File: src/rtl/controle_jogada_if.sv
// Handshake bundle between the game control unit and the move-capture sequencer.
// The master side is the game FSM and switches; the slave side is controle_jogada.
interface controle_jogada_if #(
  parameter int N_CHAVES = 6
);
  logic [N_CHAVES-1:0] chaves;
  logic                iniciar_rodada;
  logic                ack_jogada;
  logic                enable_reg_jogada;
  logic                reset_reg_jogada;
  logic                jogada_pronta;
  logic                timeout_jogada;
  logic [2:0]          estado_dbg;

  modport master (
    output chaves, iniciar_rodada, ack_jogada,
    input  enable_reg_jogada, reset_reg_jogada, jogada_pronta, timeout_jogada, estado_dbg
  );

  modport slave (
    input  chaves, iniciar_rodada, ack_jogada,
    output enable_reg_jogada, reset_reg_jogada, jogada_pronta, timeout_jogada, estado_dbg
  );
endinterface

File: src/rtl/controle_jogada.sv
// Move-capture sequencer: clears the move register, debounces the switches, fires one
// capture strobe, handshakes the move to the game FSM and waits for switch release.
module controle_jogada #(
  parameter int N_CHAVES        = 6,
  parameter int DEBOUNCE_CICLOS = 4,
  parameter int TIMEOUT_CICLOS  = 1000
) (
  input  logic              clock,
  input  logic              reset_n,
  controle_jogada_if.slave  bus
);
  localparam int TW = $clog2(TIMEOUT_CICLOS + 1);
  localparam int DW = $clog2(DEBOUNCE_CICLOS + 1);
  localparam logic [TW-1:0] T_LIM = TW'(TIMEOUT_CICLOS - 1);
  localparam logic [TW-1:0] T_MAX = TW'(TIMEOUT_CICLOS);
  localparam logic [DW-1:0] D_MAX = DW'(DEBOUNCE_CICLOS);
  localparam logic [DW-1:0] D_UM  = DW'(1);

  typedef enum logic [2:0] {
    OCIOSO     = 3'd0,
    LIMPA      = 3'd1,
    ESPERA     = 3'd2,
    ESTABILIZA = 3'd3,
    REGISTRA   = 3'd4,
    PRONTA     = 3'd5,
    SOLTA      = 3'd6,
    EXPIROU    = 3'd7
  } estado_t;

  estado_t             estado, prox;
  logic [N_CHAVES-1:0] sync_p0, chaves_s;
  logic [N_CHAVES-1:0] amostra, amostra_prox;
  logic [TW-1:0]       t_cnt, t_prox, t_inc;
  logic [DW-1:0]       d_cnt, d_prox, d_inc;
  logic                expira, zero_s;

  always_ff @(posedge clock or negedge reset_n) begin
    if (!reset_n) begin
      estado   <= OCIOSO;
      sync_p0  <= '0;
      chaves_s <= '0;
      t_cnt    <= '0;
      d_cnt    <= '0;
    end else begin
      estado   <= prox;
      sync_p0  <= bus.chaves;
      chaves_s <= sync_p0;
      t_cnt    <= t_prox;
      d_cnt    <= d_prox;
    end
  end

  // The latched sample is pure data: it is always reloaded before it is compared.
  always_ff @(posedge clock) begin
    amostra <= amostra_prox;
  end

  // Saturating increments keep both counters from wrapping.
  assign t_inc  = (t_cnt < T_MAX) ? t_cnt + TW'(1) : t_cnt;
  assign d_inc  = (d_cnt < D_MAX) ? d_cnt + DW'(1) : d_cnt;
  assign expira = (t_cnt >= T_LIM);
  assign zero_s = (chaves_s == '0);

  always_comb begin
    prox         = estado;
    t_prox       = t_cnt;
    d_prox       = d_cnt;
    amostra_prox = amostra;
    case (estado)
      OCIOSO: ;
      LIMPA: begin
        t_prox = '0;
        d_prox = '0;
        prox   = ESPERA;
      end
      ESPERA: begin
        t_prox = t_inc;
        if (!zero_s) begin
          amostra_prox = chaves_s;
          d_prox       = D_UM;
          prox         = (DEBOUNCE_CICLOS <= 1) ? REGISTRA : ESTABILIZA;
        end else if (expira) begin
          prox = EXPIROU;
        end
      end
      ESTABILIZA: begin
        t_prox = t_inc;
        if (zero_s) begin
          d_prox = '0;
          prox   = expira ? EXPIROU : ESPERA;
        end else if (chaves_s != amostra) begin
          amostra_prox = chaves_s;
          d_prox       = D_UM;
          if (DEBOUNCE_CICLOS <= 1) prox = REGISTRA;
          else if (expira)          prox = EXPIROU;
        end else begin
          // Completing the debounce wins over an expiry in the same cycle.
          d_prox = d_inc;
          if (d_inc == D_MAX) prox = REGISTRA;
          else if (expira)    prox = EXPIROU;
        end
      end
      REGISTRA: prox = PRONTA;
      PRONTA: begin
        if (bus.ack_jogada) begin
          d_prox = '0;
          prox   = SOLTA;
        end
      end
      SOLTA: begin
        if (zero_s) begin
          d_prox = d_inc;
          if (d_inc == D_MAX) prox = OCIOSO;
        end else begin
          d_prox = '0;
        end
      end
      EXPIROU: prox = OCIOSO;
      default: prox = OCIOSO;
    endcase
    // A new round preempts whatever is in flight, including an unacknowledged move.
    if (bus.iniciar_rodada) prox = LIMPA;
  end

  assign bus.reset_reg_jogada  = (estado == LIMPA);
  assign bus.enable_reg_jogada = (estado == REGISTRA);
  assign bus.jogada_pronta     = (estado == PRONTA);
  assign bus.timeout_jogada    = (estado == EXPIROU);
  assign bus.estado_dbg        = estado;
endmodule

File: src/flat_wrapper.sv
// flat-port wrapper written by rule: the top's interface ports become plain ports
module controle_jogada_flat 
#(
  parameter int N_CHAVES        = 6,
  parameter int DEBOUNCE_CICLOS = 4,
  parameter int TIMEOUT_CICLOS  = 1000
)
  (clock, reset_n, bus_chaves, bus_iniciar_rodada, bus_ack_jogada, bus_enable_reg_jogada, bus_reset_reg_jogada, bus_jogada_pronta, bus_timeout_jogada, bus_estado_dbg);
  controle_jogada_if #(.N_CHAVES(N_CHAVES)) bus_i ();
  input  logic clock;
  input  logic reset_n;
  input wire logic [$bits(bus_i.chaves)-1:0] bus_chaves;
  input wire logic [$bits(bus_i.iniciar_rodada)-1:0] bus_iniciar_rodada;
  input wire logic [$bits(bus_i.ack_jogada)-1:0] bus_ack_jogada;
  output wire logic [$bits(bus_i.enable_reg_jogada)-1:0] bus_enable_reg_jogada;
  output wire logic [$bits(bus_i.reset_reg_jogada)-1:0] bus_reset_reg_jogada;
  output wire logic [$bits(bus_i.jogada_pronta)-1:0] bus_jogada_pronta;
  output wire logic [$bits(bus_i.timeout_jogada)-1:0] bus_timeout_jogada;
  output wire logic [$bits(bus_i.estado_dbg)-1:0] bus_estado_dbg;
  assign bus_i.chaves = bus_chaves;
  assign bus_i.iniciar_rodada = bus_iniciar_rodada;
  assign bus_i.ack_jogada = bus_ack_jogada;
  assign bus_enable_reg_jogada = bus_i.enable_reg_jogada;
  assign bus_reset_reg_jogada = bus_i.reset_reg_jogada;
  assign bus_jogada_pronta = bus_i.jogada_pronta;
  assign bus_timeout_jogada = bus_i.timeout_jogada;
  assign bus_estado_dbg = bus_i.estado_dbg;
  controle_jogada #(.N_CHAVES(N_CHAVES), .DEBOUNCE_CICLOS(DEBOUNCE_CICLOS), .TIMEOUT_CICLOS(TIMEOUT_CICLOS)) u_core (.clock(clock), .reset_n(reset_n), .bus(bus_i));
endmodule
File: config.mk
export PLATFORM = sky130hd
export DESIGN_NAME = controle_jogada_flat
export DESIGN_NICKNAME = d
export VERILOG_FILES = /design/src/rtl/controle_jogada_if.sv /design/src/rtl/controle_jogada.sv /design/src/flat_wrapper.sv
export SDC_FILE = /design/constraint.sdc
export NUM_CORES = 1
export LEC_CHECK = 0
export CAP_MARGIN = 25
export CORE_ASPECT_RATIO = 1.1
export CORE_MARGIN = 5
export CORE_UTILIZATION = 55
export CTS_BUF_LIST = sky130_fd_sc_hd__clkbuf_16
export DETAILED_ROUTE_END_ITERATION = 16
export GPL_ROUTABILITY_DRIVEN = 0
export PLACE_DENSITY = 0.76
export RECOVER_POWER = 100
export SLEW_MARGIN = 20
export SYNTH_ARGS = -nofsm -noshare
export SYNTH_HDL_FRONTEND = slang
export SYNTH_SLANG_ARGS = --single-unit
File: constraint.sdc
create_clock -name clock -period 2.5 [get_ports clock]
set_clock_uncertainty 0.1 [all_clocks]
set_input_delay 0.375 -clock clock [delete_from_list [all_inputs] [get_ports clock]]
set_output_delay 0.375 -clock clock [all_outputs]
set_load 0.005 [all_outputs]
==> impl_results.md, run 1 <==
* VDD IR max at around 600 uV
* Crit-path max FO at 12
* RSZ-0062 raised after global routing: false
* Critical path cell sequence: inv_1 > nand3_1 > inv_1 > dlygate4sd3_1
* Initial core utilization at 0.577
* Adder-cell share of the synthesized area at 0.0155
* Yosys reg bits at 34
* Share of layout cells above drive strength 1 at 0.0675
* Worst r2r dst: u_core.bus.estado_dbg[0]$_DFFE_PN0P_
* Final WL at roughly 3100 um
* Combinational family with the most area after synthesis: compound AO/OA/AOI/OAI gates
* Number of hold buffers added after cts at 0
* Clock Tree Buf Depth at 2
* Die height at around 67 um
* Pint at between 1 and 1.5 mW
* CTS tree: built
* Port Buf Inserts at 16
* Die extent in x at 61.7 um
* WHS at roughly 0.24 ns
* Avg WL per Cell at 15.6 um
* PD cells at around 710 nW/um^2
* Fillcell total at roughly 230
* Hold Crit Start: u_core.sync_p0[0]$_DFF_PN0_
* Critical Path Start Type: flip-flop
* Clock power share at 0.429
* Die ar. at slightly above 4000 um^2
* Yosys cell types at 44
* Residual DRC count at 0
* Lkg Pwr at between 0.7 and 0.8 nW
* Commonest non-fill, non-tap cells in the layout: dfrtp_1 (28), dlygate4sd3_1 (12), nor2_1 (11)
* Cell repeated most along the worst path: inv_1
* Number of synthesized flops with an enable pin at 6
* Cells on worst reg2reg path at 6
* Switching Share at 0.241
* HPWL after DPL at 2120 um
* Fin. max-slew vios at 0
* Remaining global-route overflow at 0
* Area Growth Syn to Fin at 17.9%
* Setup TNS at 0 ns
* I/O Pins at 17
* Max Cap Viol at 0
* Synth Instances at 139
* Synth Area in Compound Gates at 0.181
* Design Power at about 1.4 mW
* Post-synthesis mux area share at 0.00697
* CTS Buf Count at 5
* Synth Net Count at between 150 and 200
* Worst hold stages at 0
* Most used DFF post-synth: dfrtp_1
* Status: completed
* CTS clock-pin slew for the worst setup and hold paths at about 0.05 ns
* Worst Setup SP: u_core.bus.estado_dbg[2]$_DFFE_PN0P_
* Switching power at between 0.3 and 0.4 mW
* Setup violators final at 0
* Starting DRT DRC Count at 93
* Hold Crit Endpoint: u_core.chaves_s[0]$_DFF_PN0_
* Antenna Nets Post-Route at 0
* F_max at 432 MHz
* Rows at 20
* Final standard cell utilization of the core at 0.680
* Global Route Usage Sum at 0.188
* Fin crit share at 0.926
* Max transition margin at 0.00904
* Reg power frac at 0.466
* Average size of a mapped cell at around 12 um^2
* Hold Path Class: reg2reg
* Slowest cell on crit path: dlygate4sd3_1
* Final min period at 2.31 ns
* Post-synthesis xor/xnor area fraction at 0.0596
* Post-Syn Area at 1620 um^2
* CP peak stage delay at about 0.60 ns
* Global-route wire length before repair at 5640 um
* Vias at around 1100
* Final #Nets at approximately 170
* Vias/cell at between 5 and 6
* Worst-Margin Slew at ~1.5 ns
* H-tree depth at 2
* Ys Warns at 0
* Post-CTS Setup Inserts at 0
* # diodes at 0
* Vias in the first global route at roughly 1300
* Gate power share at 0.105
* Initial antenna violation count at 0
* Most common cell after layout, fill and taps aside: dfrtp_1
* Final hold violations at 0
* Crit Path Class: reg2out
* Synth async-reset ratio at 0.824
* Reg2reg setup slack at 0.27 ns
* Post_cts resized at 0
* Clk sinks at 34
* Clk root buf: clkbuf_16
* Simple-Gate Fraction of Synth Area at 0.163
* Initial DRT Pass Iterations at 4
* CP arrival at 1.84 ns
* Required @ worst endpoint at between 2 and 2.5 ns
* Clk_lat worst skew at between 0.2 and 0.3 ns
* Core ar. at about 2800 um^2
* CP Capture Type: output pin
* Reg2reg start: u_core.d_cnt[0]$_DFFE_PN0P_
* Sequential area share after synthesis at 0.545
* Largest net degree at the start of global routing at 29
power by group through the flow:
stage / Clock (mW) / Sequential (mW) / Combinational [mW]
after floorplan: 0 / 0.632 / 0.0952
after global placement: 0 / 0.636 / 0.149
after detailed placement: 0 / 0.640 / 0.155
after CTS: 0.592 / 0.630 / 0.159
after global routing: 0.617 / 0.634 / 0.162
final: 0.580 / 0.630 / 0.141
critical path, delay by kind of cell (launching register included):
family | cells | cell delay [ns]
buffers and inverters | 3 | 0.94
DFF | 1 | 0.50
and+or+nand+nor | 1 | 0.12
Yosys cell counts (all sizes together) (2+ instances only):
master | count | share of area
a211oi | 2 | 0.0093
dfrtp | 28 | 0.43
nand2 | 10 | 0.023
a2111oi | 3 | 0.039
nand3 | 8 | 0.028
nand2b | 2 | 0.0077
ha | 2 | 0.015
nor3 | 5 | 0.019
o31ai | 4 | 0.019
nor2b | 2 | 0.012
a21oi | 6 | 0.019
xnor2 | 10 | 0.054
buf | 3 | 0.015
nor2 | 11 | 0.026
and3 | 2 | 0.0077
a211o | 2 | 0.011
a21o | 2 | 0.0093
o211ai | 3 | 0.014
edfxtp | 6 | 0.11
o21ai | 8 | 0.032
inv | 5 | 0.012
state kept, by name, summed over array words and instances (netlist names):
| name | count |
|---|---|
| u_core.t_cnt | 10 |
| u_core.amostra | 6 |
| u_core.bus.estado_dbg | 3 |
| u_core.chaves_s | 6 |
| u_core.sync_p0 | 6 |
| u_core.d_cnt | 3 |
per-stage QoR:
step | setup WS [ns] | cells | cell area, um^2
4_1_cts | 0.236 | 196 | 1960
3_3_place_gp | 0.497 | 188 | 1820
5_1_grt | 0.0672 | 196 | 1910
6_report | 0.186 | 196 | 1910
3_5_place_dp | 0.454 | 188 | 1820
2_1_floorplan | 0.616 | 139 | 1620
area by class of cell:
| class | instances | area (um^2) | area share |
|---|---|---|---|
| clock inverter | 3 | 16.3 | 0.00854 |
| tap | 33 | 41.3 | 0.0217 |
| multi-input combinational | 96 | 648 | 0.340 |
| clock buffer | 5 | 125 | 0.0657 |
| inverter | 5 | 18.8 | 0.00985 |
| timing repair buffer | 20 | 175 | 0.0919 |
| sequential | 34 | 881 | 0.462 |
worst max-delay path by stage:
| stage | endpoint | slack [ns] |
|---|---|---|
| final | bus_reset_reg_jogada | 0.19 |
| after floorplan | u_core.bus.estado_dbg[0]$_DFFE_PN0P_ | 0.62 |
| after CTS | bus_reset_reg_jogada | 0.24 |
| after global routing | u_core.bus.estado_dbg[0]$_DFFE_PN0P_ | 0.07 |
| after detailed placement | u_core.bus.estado_dbg[0]$_DFFE_PN0P_ | 0.45 |
| after global placement | u_core.d_cnt[2]$_DFFE_PN0P_ | 0.50 |
routing by layer:
metal | GRT usage | wire, um | vias up
li1 | - | - | 553
met1 | 0.216 | 1250 | 550
met2 | 0.308 | 1560 | 29
met3 | 0.0717 | 186 | 9
met4 | 0.0769 | 65 | 0
met5 | 0 | 0 | -
logic make-up after synthesis:
kind of cell,Yosys count
AOI/OAI and AO/OA,35
xor gates and xnor gates,11
adders and majority gates,2
buffers and inverters,9
DFF,34
muxes,1
and+or+nand+nor,47
Power figures use the tool's default switching activity.
==> run 2, diff against run 1 <==
- PLACE_DENSITY: 0.76 -> 0.83
==> impl_results.md, run 2 (same netlist as run 1, synthesis figures left out) <==
* Status: completed
* Initial DRT Pass Iterations at 5
* Hold Path Class: reg2reg
* Pint at roughly 1.2 mW
* VDD IR max at about 940 uV
* CTS tree: built
* Fin crit share at 0.923
* Clk root buf: clkbuf_16
* Clk_lat worst skew at roughly 0.28 ns
* Max FFs per register at 10
* Sequential cell area at 881 um^2
* Hold Crit Endpoint: u_core.chaves_s[2]$_DFF_PN0_
* Die height at between 60 and 70 um
* Reg2reg setup slack at between 0.2 and 0.3 ns
* Setup TNS at 0 ns
* Cell area after layout at 1950 um^2
* Critical Path Start Type: flip-flop
* CTS Buf Count at 5
* Starting DRT DRC Count at ~110
* Initial antenna violation count at 0
* Clock power share at 0.505
* Die extent in x at 61.7 um
* Rows at 20
* Vias/cell at between 5 and 6
* Lkg Pwr at between 0.7 and 0.8 nW
* F_max at 433 MHz
* Post-CTS Setup Inserts at 0
* Residual DRC count at 0
* Fin. max-slew vios at 0
* Final std cells w/o fill at approximately 200
* Final min period at between 2 and 2.5 ns
* Commonest non-fill, non-tap cells in the layout: dfrtp_1 (28), dlygate4sd3_1 (13), nor2_1 (11)
* Multi-input logic area at between 600 and 700 um^2
* Number of hold buffers added after cts at 0
* RSZ-0062 raised after global routing: false
* Final hold violations at 0
* Worst hold stages at 0
* Largest register by flop count: u_core.t_cnt
* CTS clock-pin slew for the worst setup and hold paths at ~0.05 ns
* Worst-Margin Slew at between 1 and 1.5 ns
* Final standard cell utilization of the core at 0.694
* Core ar. at approximately 2800 um^2
* Share of layout cells above drive strength 1 at 0.0736
* Port Buf Inserts at 16
* Initial core utilization at 0.577
* I/O Pins at 17
* Antenna Nets Post-Route at 0
* Required @ worst endpoint at just over 2 ns
* Fillcell total at about 220
* Largest net degree at the start of global routing at 29
* Global-route wire length before repair at around 5000 um
* CP arrival at about 1.8 ns
* # diodes at 0
* Reg2reg start: u_core.chaves_s[1]$_DFF_PN0_
* Remaining global-route overflow at 0
* Post_cts resized at 0
* Most common cell after layout, fill and taps aside: dfrtp_1
* Max transition margin at 0.0614
* Die ar. at between 4000 and 5000 um^2
* Area Growth Syn to Fin at 20.4%
* Final #Nets at roughly 170
* CP Capture Type: output pin
* Switching power at around 0.32 mW
* Placed cells at approximately 190
* Avg WL per Cell at 14.9 um
* Vias at ~1200
* Max Cap Viol at 0
* Setup violators final at 0
* Gate power share at 0.089
* Switching Share at 0.206
* Clk sinks at 34
* PD cells at 800 nW/um^2
* Crit Path Class: reg2out
* Global Route Usage Sum at 0.170
* Clock Tree Buf Depth at 2
* Reg power frac at 0.405
* Cell Area, Placed at ~1800 um^2
* Vias in the first global route at 1206
* Final WL at 2930 um
* Cells on worst reg2reg path at 4
* Worst r2r dst: u_core.amostra[1]$_DFFE_PP_
* HPWL after DPL at 2140 um
* Crit-path max FO at 12
* Hold Crit Start: u_core.sync_p0[2]$_DFF_PN0_
* H-tree depth at 2
[run 2: critical path, stage by stage (launching register included)]
cell,delay [ns]
dfrtp_1,0.51
inv_1,0.16
nand3_1,0.12
inv_1,0.17
dlygate4sd3_1,0.60
[run 2: stage by stage]
step	power (mW)	hold WS (ns)	setup WS, ns
finish	1.56	0.246	0.193
global route	1.62	0.264	0.104
CTS	1.59	0.248	0.267
detailed placement	0.795	0.235	0.426
global placement	0.784	0.232	0.507
floorplan	0.727	-0.0206	0.616
[run 2: worst max path at each step]
stage,start,to,cells after the start
3_3_place_gp,bus_ack_jogada,u_core.d_cnt[2]$_DFFE_PN0P_,6
6_report,u_core.bus.estado_dbg[2]$_DFFE_PN0P_,bus_reset_reg_jogada,4
5_1_grt,u_core.bus.estado_dbg[2]$_DFFE_PN0P_,bus_reset_reg_jogada,4
2_1_floorplan,u_core.d_cnt[0]$_DFFE_PN0P_,u_core.bus.estado_dbg[0]$_DFFE_PN0P_,6
3_5_place_dp,u_core.d_cnt[0]$_DFFE_PN0P_,u_core.bus.estado_dbg[0]$_DFFE_PN0P_,6
4_1_cts,u_core.bus.estado_dbg[1]$_DFFE_PN0P_,bus_reset_reg_jogada,4
[run 2: per-layer routing]
| layer | global-route usage | share of wire | vias up | wire length, um |
|---|---|---|---|---|
| li1 | - | - | 558 | - |
| met1 | 0.187 | 0.42 | 558 | 1240 |
| met2 | 0.266 | 0.48 | 34 | 1410 |
| met3 | 0.0717 | 0.058 | 13 | 169 |
| met4 | 0.101 | 0.037 | 0 | 107 |
| met5 | 0 | 0 | - | 0 |
[run 2: final cells by class]
cell class | instances | share of cell area
Clock buffer | 5 | 0.0643
Clock inverter | 3 | 0.0354
Inverter | 5 | 0.00965
Multi-Input combinational cell | 96 | 0.327
Sequential cell | 34 | 0.453
Tap cell | 33 | 0.0212
Timing Repair Buffer | 20 | 0.0900
[run 2: power groups by stage]
stage / clock (mW) / sequential [mW] / combinational [mW]
6_report: 0.787 / 0.631 / 0.139
5_1_grt: 0.829 / 0.636 / 0.157
4_1_cts: 0.802 / 0.631 / 0.156
3_5_place_dp: 0 / 0.639 / 0.156
3_3_place_gp: 0 / 0.636 / 0.148
2_1_floorplan: 0 / 0.632 / 0.0952
==> run 3, diff against run 2 <==
- CORE_ASPECT_RATIO: 1.1 -> unset
- GPL_TIMING_DRIVEN: unset -> 0
==> impl_results.md, run 3 (same netlist as run 1, synthesis figures left out) <==
* CP arrival at 1.89 ns
* Vias at 1148
* Die extent in x at between 60 and 70 um
* Max Cap Viol at 0
* CTS tree: built
* Post-CTS Setup Inserts at 0
* Avg WL per Cell at roughly 15 um
* I/O Pins at 17
* GRT busiest layer: met2
* Clk root buf: clkbuf_16
* Share of layout cells above drive strength 1 at 0.0798
* F_max at between 400 and 500 MHz
* Largest net degree at the start of global routing at 29
* Area Growth Syn to Fin at 21.6%
* VDD IR max at between 700 and 800 uV
* Port Buf Inserts at 16
* CTS Buf Count at 5
* Fin. max-slew vios at 0
* Crit Path Class: reg2out
* Reg2reg start: u_core.chaves_s[1]$_DFF_PN0_
* Cell Area, Placed at approximately 1800 um^2
* GRT met2 Usage at 0.259
* Initial DRT Pass Iterations at 4
* Hold Crit Start: u_core.sync_p0[2]$_DFF_PN0_
* Starting DRT DRC Count at between 100 and 150
* Global-route wire length before repair at 5100 um
* Final min period at 2.36 ns
* Final #Nets at ~170
* Core ar. at 2780 um^2
* PD cells at approximately 800 nW/um^2
* Reg2reg setup slack at between 0.2 and 0.3 ns
* Setup violators final at 0
* Hold Path Class: reg2reg
* Initial antenna violation count at 0
* Clk_lat worst skew at around 0.28 ns
* Critical Path Start Type: flip-flop
* CP peak stage delay at about 0.56 ns
* Setup WS pre-CTS at approximately 0.34 ns
* HPWL after DPL at 1990 um
* CP Capture Type: output pin
* Die ar. at just over 4000 um^2
* Initial core utilization at 0.581
* Final WL at about 3000 um
* Crit-path max FO at 10
* Residual DRC count at 0
* CTS clock-pin slew for the worst setup and hold paths at about 0.06 ns
* RSZ-0062 raised after global routing: false
* Slowest cell on crit path: dlygate4sd3_1
* Vias in the first global route at 1084
* Largest register by flop count: u_core.t_cnt
* Status: completed
* Rows at 19
* # diodes at 0
* M1 GR Usage at 0.200
* Vias/cell at 5.92
* Most common cell after layout, fill and taps aside: dfrtp_1
* Number of hold buffers added after cts at 0
* Global Route Usage Sum at 0.163
* Post_cts resized at 0
* Final worst slack at 0.136 ns
* Clock Tree Buf Depth at 2
* Die height at between 60 and 70 um
* Worst Setup SP: u_core.bus.estado_dbg[0]$_DFFE_PN0P_
* Commonest non-fill, non-tap cells in the layout: dfrtp_1 (28), dlygate4sd3_1 (12), nor2_1 (11)
* Remaining global-route overflow at 0
* Setup TNS at 0 ns
* Critical path cell sequence: clkbuf_1 > and3_1 > dlygate4sd3_1
* Clk sinks at 34
* H-tree depth at 2
* Required @ worst endpoint at around 2 ns
* Worst-Margin Slew at between 1 and 1.5 ns
* Met3 Usage GRT at 0.0701
* Fin crit share at 0.946
* Max transition margin at 0.0169
* Antenna Nets Post-Route at 0
* Lkg Pwr at ~0.79 nW
* Max FFs per register at 10
* Final hold violations at 0
* Cell area after layout at 1970 um^2
==> run 3: through the flow <==
step,hold slack [ns],total power [mW],utilization,instances
finish,0.244,1.57,0.707,194
global route,0.255,1.63,0.707,194
CTS,0.0285,1.59,0.721,194
detailed placement,0.235,0.785,0.651,186
global placement,0.232,0.777,0.653,186
floorplan,-0.0206,0.727,-,139
==> run 3: worst paths after layout <==
kind                                                 to  cells past startpoint
setup / recovery                      bus_jogada_pronta                      3
hold / removal             u_core.chaves_s[2]$_DFF_PN0_                      0
setup reg to reg            u_core.amostra[0]$_DFFE_PP_                      5
hold reg to reg            u_core.chaves_s[2]$_DFF_PN0_                      0
max in group asynchronous   u_core.d_cnt[1]$_DFFE_PN0P_                      1
min in group asynchronous   u_core.d_cnt[0]$_DFFE_PN0P_                      1
==> run 3: area by class of cell <==
type                            instances  area (um^2)
Buffer                                  4         18.8
Clock buffer                            5          125
Clock inverter                          3         68.8
Fill cell                             209          816
Inverter                                5         18.8
Multi-Input combinational cell         96          661
Sequential cell                        34          881
Tap cell                               31         38.8
Timing Repair Buffer                   16          154
==> run 3: worst max-delay path, delay by kind of cell (launching register included) <==
kind	cells	cell delay [ns]
buffers and inverters	2	0.90
and+or+nand+nor	1	0.21
DFF	1	0.50
==> run 3: routing by layer <==
| layer | up-vias | share of wire |
|---|---|---|
| li1 | 562 | - |
| met1 | 539 | 0.41 |
| met2 | 40 | 0.48 |
| met3 | 7 | 0.089 |
| met4 | 0 | 0.017 |
| met5 | - | 0 |
==> run 3: where the power goes <==
part	switching, mW	leakage [nW]	total (mW)	internal [mW]
registers	0.0303	0.411	0.630	0.600
clock network	0.227	0.0940	0.799	0.572
logic	0.0794	0.284	0.139	0.0596
